--- src/rtl/imem_loader_pkg.sv ---
// imem_loader_pkg: shared widths and FSM state encoding for the instruction memory loader.
package imem_loader_pkg;
  localparam int BYTE_W = 8;
  localparam int WORD_W = 32;
  localparam int LEN_W  = 16;
  localparam int LANE_W = 2;
  typedef enum logic [2:0] {
    S_IDLE, S_LEN_LO, S_LEN_HI, S_DATA, S_COMMIT, S_DONE, S_DRAIN, S_ERROR
  } state_t;
endpackage

--- src/rtl/imem_word_packer.sv ---
// imem_word_packer: assembles four accepted bytes into a little-endian word with a one-cycle valid pulse.
module imem_word_packer
  import imem_loader_pkg::*;
(
  input  logic              clk,
  input  logic              rst_n,
  input  logic              clr,
  input  logic              byte_vld,
  input  logic [BYTE_W-1:0] byte_in,
  output logic [WORD_W-1:0] word,
  output logic              word_vld
);
  logic [LANE_W-1:0] r_lane;
  logic [WORD_W-1:0] r_sh;
  always_ff @(posedge clk or negedge rst_n) begin
    if (!rst_n) begin
      r_lane   <= '0;
      r_sh     <= '0;
      word     <= '0;
      word_vld <= 1'b0;
    end else if (clr) begin
      r_lane   <= '0;
      r_sh     <= '0;
      word_vld <= 1'b0;
    end else begin
      word_vld <= byte_vld && (r_lane == '1);
      if (byte_vld) begin
        r_lane <= r_lane + 1'b1;
        r_sh   <= {byte_in, r_sh[WORD_W-1:BYTE_W]};
        if (r_lane == '1) word <= {byte_in, r_sh[WORD_W-1:BYTE_W]};
      end
    end
  end
endmodule

--- src/rtl/imem_loader.sv ---
// imem_loader: loads a length-prefixed byte stream into IMEM as 32-bit words and
// holds the CPU in reset until a complete image has been written.
module imem_loader
  import imem_loader_pkg::*;
#(
  parameter int          MEM_BYTES = 128,
  parameter logic [31:0] BASE_ADDR = 32'h0
) (
  input  logic              clk,
  input  logic              rst_n,
  input  logic              start,
  input  logic              in_valid,
  input  logic [BYTE_W-1:0] in_data,
  output logic              in_ready,
  output logic              mem_we,
  output logic [31:0]       mem_addr,
  output logic [WORD_W-1:0] mem_wdata,
  output logic              busy,
  output logic              done,
  output logic              err,
  output logic              cpu_rst_n,
  output logic [LEN_W-1:0]  words_loaded
);
  localparam logic [LEN_W-1:0] MAX_WORDS = LEN_W'(MEM_BYTES / 4);
  state_t             r_state;
  logic [LEN_W-1:0]   r_len;
  logic [LEN_W+1:0]   r_cnt;
  logic [31:0]        r_addr;
  logic [LEN_W-1:0]   r_words;
  logic               w_acc, w_start, w_last;
  logic [LEN_W-1:0]   w_len;
  logic [LEN_W+1:0]   w_cnt_nx;
  assign in_ready  = r_state inside {S_LEN_LO, S_LEN_HI, S_DATA, S_DRAIN};
  assign busy      = r_state inside {S_LEN_LO, S_LEN_HI, S_DATA, S_COMMIT, S_DRAIN};
  assign done      = r_state == S_DONE;
  assign err       = r_state == S_ERROR;
  assign cpu_rst_n = r_state == S_DONE;
  assign w_acc     = in_valid && in_ready;
  assign w_start   = start && (r_state inside {S_IDLE, S_DONE, S_ERROR});
  assign w_len     = {in_data, r_len[BYTE_W-1:0]};
  assign w_cnt_nx  = r_cnt + 1'b1;
  assign w_last    = w_cnt_nx == {r_len, 2'b00};
  assign mem_addr     = r_addr;
  assign words_loaded = r_words;
  // The packer's registered pulse lines up with the address/count updates made on the lane-3 edge.
  imem_word_packer u_packer (
    .clk      (clk),
    .rst_n    (rst_n),
    .clr      (w_start),
    .byte_vld (w_acc && r_state == S_DATA),
    .byte_in  (in_data),
    .word     (mem_wdata),
    .word_vld (mem_we)
  );
  always_ff @(posedge clk or negedge rst_n) begin
    if (!rst_n) begin
      r_state <= S_IDLE;
      r_len   <= '0;
      r_cnt   <= '0;
      r_addr  <= '0;
      r_words <= '0;
    end else begin
      case (r_state)
        S_IDLE, S_DONE, S_ERROR: if (w_start) begin
          r_state <= S_LEN_LO;
          r_cnt   <= '0;
          r_words <= '0;
        end
        S_LEN_LO: if (w_acc) begin
          r_len[BYTE_W-1:0] <= in_data;
          r_state           <= S_LEN_HI;
        end
        S_LEN_HI: if (w_acc) begin
          r_len   <= w_len;
          r_cnt   <= '0;
          r_state <= (w_len == '0) ? S_DONE : (w_len > MAX_WORDS) ? S_DRAIN : S_DATA;
        end
        S_DATA: if (w_acc) begin
          r_cnt <= w_cnt_nx;
          if (r_cnt[1:0] == 2'd3) begin
            r_addr  <= BASE_ADDR + {14'd0, r_cnt[LEN_W+1:2], 2'b00};
            r_words <= r_words + 1'b1;
          end
          if (w_last) r_state <= S_COMMIT;
        end
        S_COMMIT: r_state <= S_DONE;
        S_DRAIN: if (w_acc) begin
          r_cnt <= w_cnt_nx;
          if (w_last) r_state <= S_ERROR;
        end
        default: r_state <= S_IDLE;
      endcase
    end
  end
endmodule

--- config.mk ---
export PLATFORM = sky130hd
export DESIGN_NAME = imem_loader
export DESIGN_NICKNAME = d
export VERILOG_FILES = /design/src/rtl/imem_loader_pkg.sv /design/src/rtl/imem_word_packer.sv /design/src/rtl/imem_loader.sv
export SDC_FILE = /design/constraint.sdc
export NUM_CORES = 1
export LEC_CHECK = 0
export ABC_AREA = 1
export CAP_MARGIN = 20
export CORE_UTILIZATION = 49
export DETAILED_ROUTE_END_ITERATION = 6
export PLACE_DENSITY = 0.78
export SETUP_SLACK_MARGIN = 0.05
export SYNTH_ARGS = -nofsm -noshare
export SYNTH_HDL_FRONTEND = slang
export SYNTH_HIERARCHICAL = 1
export SYNTH_SLANG_ARGS = --single-unit
--- constraint.sdc ---
create_clock -name clk -period 2 [get_ports clk]
set_input_delay 0.2 -clock clk [delete_from_list [all_inputs] [get_ports clk]]
set_output_delay 0.2 -clock clk [all_outputs]
set_load 0.005 [all_outputs]
### Word level (Yosys, flattened, before mapping)

Index checks and enable logic that the tools add are counted.

* add/subtract/negate cells: 3
* order comparisons: 1
* equality and inequality tests: 19
* multiplexer cells: 25
* bitwise logic cells: 2
* reduce and logical (&&, ||, !) cells: 21

Operators by type and width (number)
* 2-to-1 mux 32 bit: 2
* 2-to-1 mux 18 bit: 3
* case mux 18 bit (3 select lines): 1
* 2-to-1 mux 16 bit: 3
* case mux 16 bit (2 select lines): 1
* 2-to-1 mux 3 bit: 9
* adder 18 x 1 -> 18 bit (second input constant): 1
* equality test 18 bit: 1
* case mux 3 bit (6 select lines): 1
* adder 16 x 1 -> 16 bit (second input constant): 1
* greater-than comparator 16 x 6 -> 1 bit (second input constant): 1
* zero test 16 bit: 1
* case mux 8 bit (2 select lines): 1
* equality test 3 bit (second input constant): 4
* != test 2 bit (second input constant): 6
* AND reduction 3 bit: 3
* 2-to-1 mux 8 bit: 1
* AND reduction 4 bit: 2
* AND reduction 7 bit: 1
* equality test 3 x 2 -> 1 bit (second input constant): 2
* != test 2 x 1 -> 1 bit (second input constant): 3
* nonzero test 3 bit: 2
* nonzero test 5 bit: 1
* equality test 2 bit (second input constant): 2
* other kinds (12): 18

* register bits after elaboration: 136
* input bits: 12
* output and inout bits: 86

### Longest topological paths before layout

Gate-level depths: netlist of the first run.

* word-level depth: 6
* depth in mapped cells: 16
* mapped depth without buffers: 16

### By module

The synthesis of the first run kept the hierarchy.

By module, submodules not included
* imem_loader: times used 1, cells each 507, area an instance 3931.3 µm²
* imem_word_packer: times used 1, cells each 265, area an instance 2409.8 µm²

### Worst setup path after synthesis of the first run

Ideal clock, no wire load.

* path kind: flip-flop to flip-flop
* start: register r_cnt[0]
* end: register r_state[2]
* library setup time: 0.117 ns
* arrival time: 1.789 ns
* data required time: 1.883 ns
* slack: 0.094 ns
* stages on the path, launching flop included: 17
* period minus slack after synthesis: 1.906 ns
* cell sequence: dfrtp_1 ha_1 nand2_2 nor2_4 nand2_1 nor2_1 nand2_1 nand2_1 nand2_1 nand2_1 nand3_1 nor2_1 nand2_1 nand2_2 nand2_2 nand2_1 nand2_1

* cells in the longest elaborated chain, start to end: 4
* elaborated cells on any way between the ends: 5
* those cells by class: 1 x add/sub; 3 x eq/ne; 1 x reduce/logical

Ends and longest elaborated chain
* start: declaration: RTL line imem_loader.sv:27 `logic [LEN_W+1:0] r_cnt;`
* start signal: assignment: RTL line imem_loader.sv:79 `r_cnt <= w_cnt_nx;`
* start signal: assignment: RTL line imem_loader.sv:88 `r_cnt <= w_cnt_nx;`
* adder 18 x 1 -> 18 bit (*): RTL line imem_loader.sv:41 `assign w_cnt_nx = r_cnt + 1'b1;`
* equality test 18 bit (*): RTL line imem_loader.sv:42 `assign w_last = w_cnt_nx == {r_len, 2'b00};`
* != test 2 bit (no line)
* AND reduction 7 bit (no line) (*)
* end signal: assignment: RTL line imem_loader.sv:76 `r_state <= (w_len == '0) ? S_DONE : (w_len > MAX_WORDS) ? S_DRAIN : S_DATA;`
* end: declaration: RTL line imem_loader.sv:25 `state_t r_state;`

Every way passes the cells marked *; elsewhere a longest branch is shown, timed or not.
A chain may end at the register's enable or synchronous reset.

### Worst setup path in the final report of the first run

Same ends and word-level chain as after synthesis.

==> impl_metrics.env, run 1 <==
export IMPL_cp_data_arrival_time_ps=2320
export IMPL_first_iter_violations=440
export IMPL_final_cell_mix="239 x nand2_1, 126 x dfrtp_1, 75 x clkdlybuf4s50_1"
export IMPL_cp_top_family="simple AND/OR/NAND/NOR gates"
export IMPL_p_per_area_nw_per_um2=1080
export IMPL_overflow=0
export IMPL_cts_buffer_depth=2
export IMPL_leakage_nw=4.09
export IMPL_crit_top_cell="nand2_1"
export IMPL_slowest_delay_ps=360
export IMPL_synth_seq_cells=128
export IMPL_fin_crit_sh=1.00
export IMPL_clock_skew_ps=9.09
export IMPL_numCtsBuffers=17
export IMPL_port_buffers=81
export IMPL_final_setup_tns_ps=-8.97
export IMPL_dr_pass1_iters=7
export IMPL_wl_um=15800
export IMPL_gp_congestion=0.875
export IMPL_cap_viol_max_count=0
export IMPL_critPathLaunchType="flip-flop"
export IMPL_violations="setup timing"
export IMPL_slowest_stage="dfrtp_1"
export IMPL_clock_sinks=128
export IMPL_clk_pin_slew_ps=60
export IMPL_die_h_um=116
export IMPL_outcome="finished, violations left"
export IMPL_antenna_cells=0
export IMPL_dp_hpwl_um=10400
export IMPL_die_w_um=116
export IMPL_setup_viol=1
export IMPL_synth_cell_area_um2=6340
export IMPL_postLayoutSetupSlackWorst_ps=-8.97
export IMPL_crit_path_max_fanout=8
export IMPL_worst_ep_required_time_ps=2320
export IMPL_period_needed_ps=2010
export IMPL_core_area_um2=12600
export IMPL_routed_via_density=5.27
export IMPL_fmax_mhz=498
export IMPL_antenna_found_initial=0
export IMPL_crit_type="flip-flop to flip-flop"
export IMPL_vias=5672
export IMPL_dieArea_um2=13400
export IMPL_final_common_cell="nand2_1"
export IMPL_cts_tree="yes"
export IMPL_crit_chain="ha_2, nand2_2, nor2_4, nand2_2, nor2_1, nand2_1, nand2_1, nand2_1, nand2_1, nand3_1, nor2_1, nand2_1, nand2_2, nand2_2, nand2_1, nand2_1"
export IMPL_maxSlewViolCount=0
export IMPL_yosysWarnings=6
export IMPL_netlist_instances=772
export IMPL_clockRootBuffer="clkbuf_16"
export IMPL_htree_levels=4
export IMPL_wl_per_cell_um=14.6
export IMPL_drc_errors=0
export IMPL_grt_first_pass_wirelength_um=25000
export IMPL_syn_area_per_cell_um2=8.21
export IMPL_nets=906
export IMPL_insertion_delay_ps=420
export IMPL_fin_total_pwr_mw=8.99
export IMPL_ys_seq_area_frac=0.505
export IMPL_grt_usage=0.241
export IMPL_crit_buf_inv=0
export IMPL_postRouteAntennaNets=0
export IMPL_drive_above_1_share=0.149
export IMPL_hold_violations=0
export IMPL_yosysUniqueCellTypes=39
export IMPL_slew_headroom=0.610
export IMPL_fillers=1056
export IMPL_worst_pin_slew_ps=584
export IMPL_grt_max_degree=60
export IMPL_rsz0062_at_grt="yes"
export IMPL_pin_count=98
export IMPL_peakVddDrop_v=0.000702
export IMPL_fp_row_count=41
export IMPL_syn_to_final_growth_pct=31.8
export IMPL_r2r_slack_ps=-9
export IMPL_floorplan_initialDensity=0.502
export IMPL_grt_pass1_vias=5233
export IMPL_endpoint_kind="flip-flop"
export IMPL_hold_class="input pin to asynchronous set/reset pin"
[report_power, final]
group          switching [mW]  leakage [nW]  internal, mW
Combinational            1.56          2.03          1.02
Clock                    1.22         0.299          2.01
Sequential              0.296          1.76          2.88
Total                    3.07          4.09          5.91
[path summary, 6_finish.rpt]
path / depth (start not counted) / startpoint / endpoint
min in group clk: 2 / u_packer/word[4]$_DFFE_PN0P_ / u_packer/word[4]$_DFFE_PN0P_
max in group asynchronous: 3 / rst_n / r_cnt[2]$_DFFE_PN0P_
max reg2reg: 16 / r_cnt[0]$_DFFE_PN0P_ / r_state[2]$_DFFE_PN0P_
min: 2 / rst_n / u_packer/word[26]$_DFFE_PN0P_
max: 16 / r_cnt[0]$_DFFE_PN0P_ / r_state[2]$_DFFE_PN0P_
min reg2reg: 2 / u_packer/word[4]$_DFFE_PN0P_ / u_packer/word[4]$_DFFE_PN0P_
[flip-flops by register name (all words and copies together) (netlist names)]
name	cells
u_packer/word	32
u_packer/r_sh	24
r_cnt	18
mem_addr	16
r_len	16
words_loaded	16
r_state	3
u_packer/r_lane	2
u_packer/word_vld	1
[final cells by class]
type	count	area [um^2]	area share
clock buffer	18	439	0.0526
tap	172	215	0.0258
sequential	128	3210	0.384
timing repair buffer	130	1280	0.153
clock inverter	14	183	0.0219
inverter	71	269	0.0322
multi-input combinational	543	2770	0.331
[per-layer routing]
layer	wire [um]	vias up	track usage
li1	-	2739	-
met1	7290	2724	0.334
met2	7540	188	0.379
met3	771	21	0.0539
met4	158	0	0.0701
met5	0	-	0
[cells by family after synthesis]
kind of cell,share of synthesized area
fa+ha+maj,0.00592
simple gates,0.308
buf+inv,0.0864
flops,0.505
xor+xnor,0.0162
mux,0.00158
other cells,0.000591
compound gates,0.0760
[through the flow]
stage | cells | hold WS [ps] | area (um^2) | worst slack (ps) | util
floorplan | 787 | -95.6 | 6400 | 93.8 | -
global placement | 1025 | 216 | 7420 | 62.5 | 0.588
detailed placement | 1025 | 215 | 7420 | 1.18 | 0.588
CTS | 1060 | 324 | 8080 | 26.9 | 0.640
global route | 1076 | 347 | 8360 | -173 | 0.662
finish | 1076 | 310 | 8360 | -8.97 | 0.662
[repair_timing]
action | 4_1_cts | 5_1_grt
hold endpoints to repair | 36 | 0
hold buffers | 1 | 0
pin swaps | 7 | 22
gates cloned | 0 | 1
setup endpoints to repair | 8 | 94
resized for setup | 6 | 40
setup buffers | 2 | 15
[synthesized netlist by cell type, drive strengths merged]
cell / number / share of area
a2bb2oi: 1 / 0.0014
xor2: 3 / 0.0041
nand2: 254 / 0.15
buf: 38 / 0.040
nor4: 2 / 0.0020
o21bai: 2 / 0.0024
xnor2: 1 / 0.0014
mux2i: 1 / 0.0016
o21ai: 52 / 0.042
nor3: 9 / 0.0087
nand3b: 3 / 0.0041
a32o: 1 / 0.0016
ha: 3 / 0.0059
a21oi: 11 / 0.0087
a31oi: 4 / 0.0049
and2: 1 / 0.00099
nor3b: 2 / 0.0024
dfrtp: 128 / 0.51
o22ai: 15 / 0.015
xnor3: 3 / 0.011
nand3: 67 / 0.056
clkbuf: 7 / 0.0041
nor2: 52 / 0.041
inv: 71 / 0.042
conb: 1 / 0.00059
and3: 3 / 0.0030
nand4: 37 / 0.037
Power figures use the tool's default switching activity.
==> run 2: changes to the inputs <==
- CORE_UTILIZATION: 49 -> 35
- PLACE_DENSITY: 0.78 -> 0.59
==> impl_metrics.env, run 2 (synthesis gave the netlist of run 1 again) <==
export IMPL_leakage_nw=3.99
export IMPL_multiInputGateArea_um2=2770
export IMPL_wl_per_cell_um=14.5
export IMPL_cap_viol_max_count=0
export IMPL_clock_skew_ps=6.01
export IMPL_critPathLaunchType="flip-flop"
export IMPL_wl_um=16200
export IMPL_crit_path_max_fanout=6
export IMPL_cp_top_family="simple AND/OR/NAND/NOR gates"
export IMPL_insertion_delay_ps=420
export IMPL_crit_buf_inv=2
export IMPL_fillers=1719
export IMPL_period_needed_ps=2060
export IMPL_final_common_cell="nand2_1"
export IMPL_dieArea_um2=18700
export IMPL_seq_area_um2=3210
export IMPL_core_area_um2=17500
export IMPL_outcome="finished, violations left"
export IMPL_first_iter_violations=423
export IMPL_overflow=0
export IMPL_setup_viol=3
export IMPL_violations="setup timing"
export IMPL_fmax_mhz=487
export IMPL_antenna_found_initial=1
export IMPL_reg2regPathDepth=13
export IMPL_floorplan_initialDensity=0.363
export IMPL_routed_via_density=4.87
export IMPL_fp_row_count=48
export IMPL_dp_cells=1082
export IMPL_r2r_start="r_cnt[0]$_DFFE_PN0P_"
export IMPL_reg_largest_list="u_packer/word x32, u_packer/r_sh x24, r_cnt x18"
export IMPL_pre_cts_ws_ps=17.4
export IMPL_antenna_cells=0
export IMPL_gp_congestion=0.887
export IMPL_cts_tree="yes"
export IMPL_grt_first_pass_wirelength_um=26100
export IMPL_largest_register_ffs=32
export IMPL_slew_headroom=0.599
export IMPL_postRouteAntennaNets=0
export IMPL_vias=5459
export IMPL_cts_buffer_depth=2
export IMPL_regMostFlops="u_packer/word"
export IMPL_crit_type="flip-flop to flip-flop"
export IMPL_p_per_area_nw_per_um2=1030
export IMPL_crit_top_cell="nand2_1"
export IMPL_grt_usage=0.183
export IMPL_dr_pass1_iters=4
export IMPL_worst_pin_slew_ps=600
export IMPL_clockRootBuffer="clkbuf_16"
export IMPL_numCtsBuffers=17
export IMPL_die_h_um=137
export IMPL_pin_count=98
export IMPL_final_cell_mix="240 x nand2_1, 126 x dfrtp_1, 78 x clkdlybuf4s50_1"
export IMPL_worst_ep_required_time_ps=2310
export IMPL_cp_data_arrival_time_ps=2370
export IMPL_nets=899
export IMPL_htree_levels=4
export IMPL_finalNonFillerCells=1122
export IMPL_maxSlewViolCount=0
export IMPL_hold_class="input pin to asynchronous set/reset pin"
export IMPL_syn_to_final_growth_pct=31.2
export IMPL_fin_crit_sh=1.03
export IMPL_rsz0062_at_grt="yes"
export IMPL_grt_pass1_vias=5156
export IMPL_slowest_stage="dfrtp_1"
export IMPL_drc_errors=0
export IMPL_crit_chain="buf_6, nand2_2, nor2_4, buf_4, nand3_1, xnor3_1, nand2_1, nor2_1, nand2_1, nand2_2, nand2_2, nand2_1, nand2_1"
export IMPL_port_buffers=81
export IMPL_peakVddDrop_v=0.000702
export IMPL_slowest_delay_ps=390
export IMPL_clk_pin_slew_ps=60
export IMPL_clock_sinks=128
export IMPL_die_w_um=137
export IMPL_hold_violations=0
export IMPL_endpoint_kind="flip-flop"
export IMPL_postLayoutSetupSlackWorst_ps=-55.3
export IMPL_drive_above_1_share=0.144
export IMPL_dp_hpwl_um=11000
export IMPL_r2r_slack_ps=-60
export IMPL_grt_max_degree=60
export IMPL_worst_r2r_endpoint="r_state[2]$_DFFE_PN0P_"
[run 2: final cells by class]
class | count | share of cell area
flip-flops and latches | 128 | 0.385
multi-input cells | 543 | 0.332
repair buffers | 123 | 0.146
clock buffers | 19 | 0.0544
well taps | 225 | 0.0338
inverters | 71 | 0.0320
clock inverters | 13 | 0.0165
[run 2: per-layer routing]
metal / up-vias / share of wire / track usage
met4: 0 / 0.011 / 0.0605
met1: 2605 / 0.49 / 0.263
li1: 2726 / - / -
met3: 12 / 0.045 / 0.0419
met2: 116 / 0.45 / 0.271
met5: - / 0 / 0
[run 2: timing repair]
item / in CTS / in global routing
hold buffers: 1 / 0
hold endpoints to repair: 23 / 0
pin swaps: 1 / 19
endpoints found under the setup margin: 8 / 73
setup buffers: 2 / 3
gates cloned: 0 / 2
resized for setup: 7 / 30
[run 2: how the worst max path moves through the flow]
stage / startpoint / endpoint / slack (ps) / depth (start not counted)
finish: r_cnt[0]$_DFFE_PN0P_ / r_state[2]$_DFFE_PN0P_ / -60 / 13
CTS: r_cnt[0]$_DFFE_PN0P_ / r_state[0]$_DFFE_PN0P_ / 30 / 16
global placement: r_cnt[5]$_DFFE_PN0P_ / r_state[0]$_DFFE_PN0P_ / 30 / 15
detailed placement: r_cnt[1]$_DFFE_PN0P_ / r_state[0]$_DFFE_PN0P_ / 20 / 16
floorplan: r_cnt[0]$_DFFE_PN0P_ / r_state[2]$_DFFE_PN0P_ / 90 / 16
global route: r_cnt[0]$_DFFE_PN0P_ / r_state[0]$_DFFE_PN0P_ / -230 / 14
[run 2: through the flow]
stage | total power [mW] | hold WS, ps | util | setup TNS (ps) | area [um^2]
2_1_floorplan | 4.66 | -95.6 | - | 0 | 6400
3_3_place_gp | 5.40 | 155 | 0.429 | 0 | 7510
3_5_place_dp | 5.42 | 158 | 0.429 | 0 | 7510
4_1_cts | 8.53 | 245 | 0.465 | 0 | 8130
5_1_grt | 9.06 | 275 | 0.476 | -761 | 8320
6_report | 8.55 | 239 | 0.476 | -156 | 8320
[run 2: power by group]
part | switching, mW | internal, mW | leakage, nW | total (mW)
clock | 1.18 | 1.90 | 0.285 | 3.08
sequential | 0.294 | 2.88 | 1.76 | 3.18
combinational | 1.46 | 0.830 | 1.94 | 2.29
